### src/rtl/pc_fetch_pkg.sv
// pc_fetch_pkg: shared constants and types for the fetch stage.
//   XLEN           instruction / address width
//   fetch_state_e  fetch sequencer state encoding
package pc_fetch_pkg;

  localparam int XLEN = 32;

  typedef enum logic [1:0] {
    ST_IDLE  = 2'd0,  // one settle cycle after reset release
    ST_FETCH = 2'd1,  // normal streaming
    ST_DRAIN = 2'd2   // waiting out a stale request after a redirect
  } fetch_state_e;

endpackage

### src/rtl/pc_fetch.sv
// pc_fetch: instruction fetch stage with a one-entry output slot.
//   clk_i, rst_n_i         clock, async active-low reset
//   stall_i                hazard hold (same net as IF_ID hold)
//   redirect_i/_addr_i     taken branch / jump target, flushes the stream
//   imem_req_o/_addr_o     instruction-memory request
//   imem_ack_i/_rdata_i    instruction-memory response
//   instr_o, pc_plus4_o    fetched word and its address + 4
//   valid_o, flush_o       slot live / bubble (flush_o = ~valid_o)
module pc_fetch
  import pc_fetch_pkg::*;
#(
  parameter logic [XLEN-1:0] RESET_PC = 32'h0000_0000
) (
  input  logic            clk_i,
  input  logic            rst_n_i,
  input  logic            stall_i,
  input  logic            redirect_i,
  input  logic [XLEN-1:0] redirect_addr_i,
  output logic            imem_req_o,
  output logic [XLEN-1:0] imem_addr_o,
  input  logic            imem_ack_i,
  input  logic [XLEN-1:0] imem_rdata_i,
  output logic [XLEN-1:0] instr_o,
  output logic [XLEN-1:0] pc_plus4_o,
  output logic            valid_o,
  output logic            flush_o
);

  fetch_state_e    state_q, state_d;
  logic [XLEN-1:0] pc_q, pc_d;
  logic [XLEN-1:0] instr_q, instr_d;
  logic [XLEN-1:0] pc4_q, pc4_d;
  logic            valid_q, valid_d;
  logic [XLEN-1:0] target_q, target_d;
  // A request was raised in an earlier cycle and has not been acked yet;
  // it must be held stable regardless of stall/redirect.
  logic            pend_q, pend_d;

  logic [XLEN-1:0] pc_inc;
  logic [XLEN-1:0] redir_tgt;
  logic            req;
  logic            accept;
  logic            consume;

  assign pc_inc    = pc_q + XLEN'(4);          // wraps modulo 2^32
  assign redir_tgt = redirect_addr_i & ~XLEN'(3);
  assign consume   = valid_q & ~stall_i;

  always_comb begin
    state_d  = state_q;
    pc_d     = pc_q;
    instr_d  = instr_q;
    pc4_d    = pc4_q;
    valid_d  = valid_q;
    target_d = target_q;
    req      = 1'b0;
    accept   = 1'b0;

    case (state_q)
      ST_IDLE: state_d = ST_FETCH;

      ST_FETCH: begin
        req    = pend_q | ((~valid_q | ~stall_i) & ~redirect_i);
        accept = req & imem_ack_i;
        if (redirect_i) begin
          valid_d = 1'b0;
          if (pend_q & ~imem_ack_i) begin
            // Stale request still in flight: park the target until it returns.
            target_d = redir_tgt;
            state_d  = ST_DRAIN;
          end else begin
            // Nothing in flight (or it just returned and is dropped).
            pc_d = redir_tgt;
          end
        end else if (accept) begin
          instr_d = imem_rdata_i;
          pc4_d   = pc_inc;
          valid_d = 1'b1;
          pc_d    = pc_inc;
        end else if (consume) begin
          valid_d = 1'b0;
        end
      end

      ST_DRAIN: begin
        // Old request stays up until acked; its data is thrown away.
        req = 1'b1;
        if (redirect_i) target_d = redir_tgt;
        if (imem_ack_i) begin
          pc_d    = redirect_i ? redir_tgt : target_q;
          state_d = ST_FETCH;
        end
      end

      default: state_d = ST_IDLE;
    endcase

    pend_d = req & ~imem_ack_i;
  end

  always_ff @(posedge clk_i or negedge rst_n_i) begin
    if (!rst_n_i) begin
      state_q  <= ST_IDLE;
      pc_q     <= RESET_PC;
      instr_q  <= '0;
      pc4_q    <= '0;
      valid_q  <= 1'b0;
      target_q <= RESET_PC;
      pend_q   <= 1'b0;
    end else begin
      state_q  <= state_d;
      pc_q     <= pc_d;
      instr_q  <= instr_d;
      pc4_q    <= pc4_d;
      valid_q  <= valid_d;
      target_q <= target_d;
      pend_q   <= pend_d;
    end
  end

  assign imem_req_o  = req;
  assign imem_addr_o = pc_q;
  assign instr_o     = instr_q;
  assign pc_plus4_o  = pc4_q;
  assign valid_o     = valid_q;
  assign flush_o     = ~valid_q;

endmodule

### config.mk
export PLATFORM = sky130hd
export DESIGN_NAME = pc_fetch
export DESIGN_NICKNAME = d
export VERILOG_FILES = /design/src/rtl/pc_fetch_pkg.sv /design/src/rtl/pc_fetch.sv
export SDC_FILE = /design/constraint.sdc
export NUM_CORES = 1
export LEC_CHECK = 0
export ABC_AREA = 1
export CORE_MARGIN = 2
export CORE_UTILIZATION = 45
export DETAILED_ROUTE_END_ITERATION = 6
export HOLD_SLACK_MARGIN = 0.12
export PLACE_DENSITY = 0.82
export SLEW_MARGIN = 10
export SYNTH_ARGS = -nofsm -noshare
export SYNTH_HDL_FRONTEND = slang
export SYNTH_SLANG_ARGS = --single-unit
### constraint.sdc
create_clock -name clk_i -period 1.54 [get_ports clk_i]
set_input_delay 0.154 -clock clk_i [delete_from_list [all_inputs] [get_ports clk_i]]
set_output_delay 0.154 -clock clk_i [all_outputs]
set_load 0.005 [all_outputs]
After elaboration in Yosys (flattened, before gate mapping)
Cells that the tools add are included.
{"block": "totals", "regBits": 132, "in_bits": 69, "out_inout_bits": 99, "wordCells": 51}
{"block": "classes", "add_sub_neg": 1, "eq_ne": 7, "n_mux": 17, "bitwise_logic": 11, "n_reduce_logical": 8}
{"cell": "2-to-1 mux 32 bit", "count": 7}
{"cell": "case mux 32 bit (2 select lines)", "count": 2}
{"cell": "adder 32 x 3 -> 32 bit, second input constant", "count": 1}
{"cell": "AND reduction 3 bit", "count": 3}
{"cell": "2-to-1 mux 2 bit", "count": 3}
{"cell": "inequality test 2 bit, second input constant", "count": 3}
{"cell": "inequality test 3 bit, second input constant", "count": 2}
{"cell": "case mux 2 bit (3 select lines)", "count": 1}
{"cell": "bitwise AND 1 bit", "count": 5}
{"cell": "inverter 1 bit", "count": 4}
{"cell": "AND reduction 4 bit", "count": 1}
{"cell": "2-to-1 mux 1 bit", "count": 3}
{"cell": "nonzero test 3 bit", "count": 1}
{"cell": "== test 2 x 1 -> 1 bit, second input constant", "count": 1}
{"cell": "== test 2 bit, second input constant", "count": 1}
{"cell": "logical NOT 2 bit", "count": 1}
{"cell": "bitwise OR 1 bit", "count": 2}
{"cell": "case mux 1 bit (2 select lines)", "count": 1}
{"cell": "AND reduction 2 bit", "count": 1}
{"cell": "nonzero test 2 bit", "count": 1}

Depth between registers and ports, before layout
{"block": "depth", "depth_word": 8, "mapped_depth": 11, "depth_no_buf": 10}

Worst setup path after synthesis
No wires, ideal clock.
{"block": "synth_path", "path_type": "reg-to-reg", "start": "reg state_q[1]", "end": "reg pc4_q[4], in the netlist pc_plus4_o[4]", "setup_time_ps": 117, "t_arrival_ps": 1384, "required_ps": 1423, "setup_slack_ps": 40, "stages_incl_launch_ff": 10, "n_path_buf": 2, "synth_period_minus_slack_ps": 1500, "cell_sequence": "dfrtp_1 > inv_1 > ha_1 > inv_2 > nor2_1 > nand3_2 > buf_2 > buf_2 > nand2_1 > nand2_1"}
{"block": "synth_between", "elab_chain_cells": 2}
{"item": "start, declared", "line_no": "pc_fetch.sv:29", "rtl": "fetch_state_e state_q, state_d;"}
{"item": "start signal, assigned", "line_no": "pc_fetch.sv:111", "rtl": "state_q <= state_d;"}
{"item": "== test 2 x 1 -> 1 bit", "line_no": "pc_fetch.sv:59", "rtl": "case (state_q)"}
{"item": "AND reduction 3 bit (no source line)"}
{"item": "end signal, assigned", "line_no": "pc_fetch.sv:114", "rtl": "pc4_q <= pc4_d;"}
{"item": "end, declared", "line_no": "pc_fetch.sv:32", "rtl": "logic [XLEN-1:0] pc4_q, pc4_d;"}
No other way between the ends.
A chain may end at the register's enable or synchronous reset.

Worst setup path after layout
{"block": "layout_path", "start": "reg state_q[1]", "end": "reg pc_q[26], in the netlist imem_addr_o[26]"}
{"block": "layout_between", "elab_chain_cells": 3, "word_cells_on_any_way": 8, "classes_between": "eq/ne (5); mux (1); reduce/logical (2)"}
{"item": "== test 2 x 1 -> 1 bit or == test 2 bit (tied branches)", "line_no": "pc_fetch.sv:59"}
{"item": "inequality test 3 bit (no source line), or another cell as far along"}
{"item": "AND reduction 4 bit (no source line)"}
{"item": "end signal, assigned", "line_no": "pc_fetch.sv:112", "rtl": "pc_q <= pc_d;"}
{"item": "end, declared", "line_no": "pc_fetch.sv:30", "rtl": "logic [XLEN-1:0] pc_q, pc_d;"}
Several ways; a longest one is shown, not always the timed one.

==> out/metrics.cfg <==
[status]
status=complete, but fails checks
violations=setup timing

[route]
routed_via_density=5.34
vias=6990
drt-total-wl_um=23400
final_antenna_net_count=0
first_iter_violations=621
dr.pass1.iters=6
avgRoutedWirePerCell_um=17.9
post-route-drc-count=0

[setup_path]
cp_max_fo=6
reg2reg_from=state_q[1]
crit_start=state_q[1]
crit_type=reg -> reg
cp_slowest_cell=dfrtp_1
cp_common_cell=buf_4
cp_data_arrival_time_ns=1.98
slowest_delay_ns=0.38
required_ns=1.85
path_cells=buf_4 -> ha_4 -> nand2_1 -> o21ai_2 -> nand2_2 -> nand2_4 -> buf_12 -> buf_4 -> nor2_2 -> a21oi_1
setup.worst_path.end_class=flip-flop
startpoint_type=flip-flop

[clocking]
cts_buffers=17
worstSkewPairLatency_ns=0.43
cts_tree=done
cts.clk_slew.worst_paths_ns=0.06
cts.sinks=132
cts-htree-levels=4
cts.path.max_buffers=2
cts-root-buf=clkbuf_16

[floorplanning]
io_pins=168
die-area_mm2=0.0155
die_h_um=124
die-width_um=124
core_area_mm2=0.0144
rows=44
initial_core_util=0.455

[global_route]
grt_overflow=0
grt_max_degree=41
grtUsageMet2=0.432
gr-max-usage-layer=met2
grt_use_total=0.265
first_global_vias=6463
met1_usage=0.340
grt_pass1_wl_um=32800
antenna_found_initial=0
grtUsageMet3=0.0631

[synth]
synth_fa_ha_area_frac=0.00766
yosys_warnings=0
yosysSeqAreaShare=0.506
synth.avg_cell_area_um2=7.70
synthXorXnorAreaFrac=0.0234
synthMuxAreaShare=0
synth_compound_gate_area_share=0.0804
synth-simple-area-share=0.317
synth_top_family_by_area=simple AND/OR/NAND/NOR gates
synth_fp_nets=922
synth_area_mm2=0.00653
syn_inst=849
ys_ff_latch=132
yosysUniqueCellTypes=34

[cells_and_area]
final_common_cell=nand2_1
finalNetCount=1186
area_delta_synth_final_pct=68.6
drive_above_1_share=0.324
final_cell_area_mm2=0.0110
antenna_cells=0
final_cell_mix=nand2_1 (234), clkdlybuf4s50_1 (134), dfrtp_1 (122)
fin_util=0.767

[sta]
finalSetupViolations=121
skew_ns=0.00968
setup_tns_ns=-8.46
fmax_mhz=598
period_needed_ns=1.67
rsz0062_at_grt=true
hold_viol=0
whs_ns=0.201
slew_headroom=0.724
setup_slack_ns=-0.133
drv_slew=0
worst_pin_slew_ns=0.410
finalCritPeriodShare=1.09

[min_path]
hp-class=in -> async

[placed_design]
gp_congestion=0.962
placed_cell_area_mm2=0.00883
io_buffers=165
dp_hpwl_um=13600

[power]
pwr_density_cell_mw_per_mm2=2170
p_leak_nw=5.30
peakVddDrop_mv=1.18
power_mw=23.9

[job]
cap_violations=0

[synth_stat cells]
cell type	n	area, um^2
ha_1	4	50.1
nor3_1	1	5.00
buf_4	4	30.0
a21oi_1	27	135
nand2_1	351	1320
o21ai_0	55	275
nor2_8	1	20.0
o21ai_1	15	75.1
o221ai_1	1	8.76
and2_4	1	8.76
buf_2	17	85.1
nand2_2	12	75.1
a221oi_1	1	8.76
nand3_1	29	145
inv_4	2	12.5
xor2_2	4	65.1
nand2_4	2	22.5
a31oi_1	1	6.26
nor2_4	7	78.8
nand3b_1	3	22.5
dfrtp_1	132	3300
buf_6	3	33.8
o2111ai_1	1	8.76
inv_1	58	218
xor2_1	7	61.3
inv_2	4	15.0
clkbuf_1	9	33.8
xnor2_1	3	26.3
clkbuf_2	1	5.00
nor2_1	82	308
and2_1	4	25.0
nand3_2	1	10.0
o211ai_1	1	7.51
nor2_2	5	31.3
[critical path, delay by kind of cell, from the launching register on]
family | cells | cell delay [ns]
compound gates | 2 | 0.14
buf+inv | 3 | 0.45
flops | 1 | 0.38
fa+ha+maj | 1 | 0.17
simple gates | 4 | 0.42
[path summary, 6_finish.rpt]
kind | endpoint | slack [ns] | cells after the start
hold / removal | pc_plus4_o[28] | 0.20 | 2
setup / recovery | imem_addr_o[26] | -0.13 | 10
hold reg to reg | instr_o[28] | 0.48 | 2
min in group clk_i | instr_o[18] | 0.28 | 3
max in group asynchronous | imem_addr_o[4] | 0.77 | 3
setup reg to reg | imem_addr_o[26] | -0.13 | 10
[what timing repair did]
item                                   CTS  global route
setup endpoints to repair              158           134
resized for setup                       86           243
buffers inserted                        28             7
endpoints found under the hold margin  132             0
hold buffers                             1             0
gates cloned                             7            12
pin swaps                                8            58
[metal layers]
| layer | part of all wire | wire (um) |
|---|---|---|
| met3 | 0.076 | 1780 |
| met2 | 0.51 | 11900 |
| met1 | 0.38 | 8790 |
| met4 | 0.039 | 918 |
| met5 | 0 | 0 |
[power by group]
| part | internal (mW) | switching [mW] |
|---|---|---|
| sequential | 5.14 | 1.34 |
| combinational | 6.69 | 6.64 |
| clock | 2.61 | 1.49 |
| total | 14.4 | 9.47 |
[cells by family (layout without fill, tap and decap cells)]
family,after synthesis,after routing
xor+xnor,14,14
fa+ha+maj,4,4
simple gates,499,499
buf+inv,98,374
flops,132,132
compound gates,102,102
[sequential cells by signal, summed over array words and instances (netlist names)]
| signal | count |
|---|---|
| valid_o | 1 |
| pc_plus4_o | 32 |
| imem_addr_o | 32 |
| state_q | 2 |
| pend_q | 1 |
| target_q | 32 |
| instr_o | 32 |
[stage by stage]
step,cells,setup slack (ns)
6_report,1309,-0.133
3_3_place_gp,1223,-0.256
3_5_place_dp,1223,-0.273
2_1_floorplan,849,0.0397
4_1_cts,1290,-0.0937
5_1_grt,1309,-0.213
[cell type report]
| cell class | count | area (um^2) |
|---|---|---|
| tap | 184 | 230 |
| inverter | 64 | 279 |
| clock inverter | 9 | 129 |
| multi-input combinational | 619 | 3550 |
| clock buffer | 22 | 464 |
| timing repair inverter | 3 | 43.8 |
| fill | 897 | 3350 |
| sequential | 132 | 3320 |
| timing repair buffer | 276 | 3000 |
(Power assumes the default switching activity.)
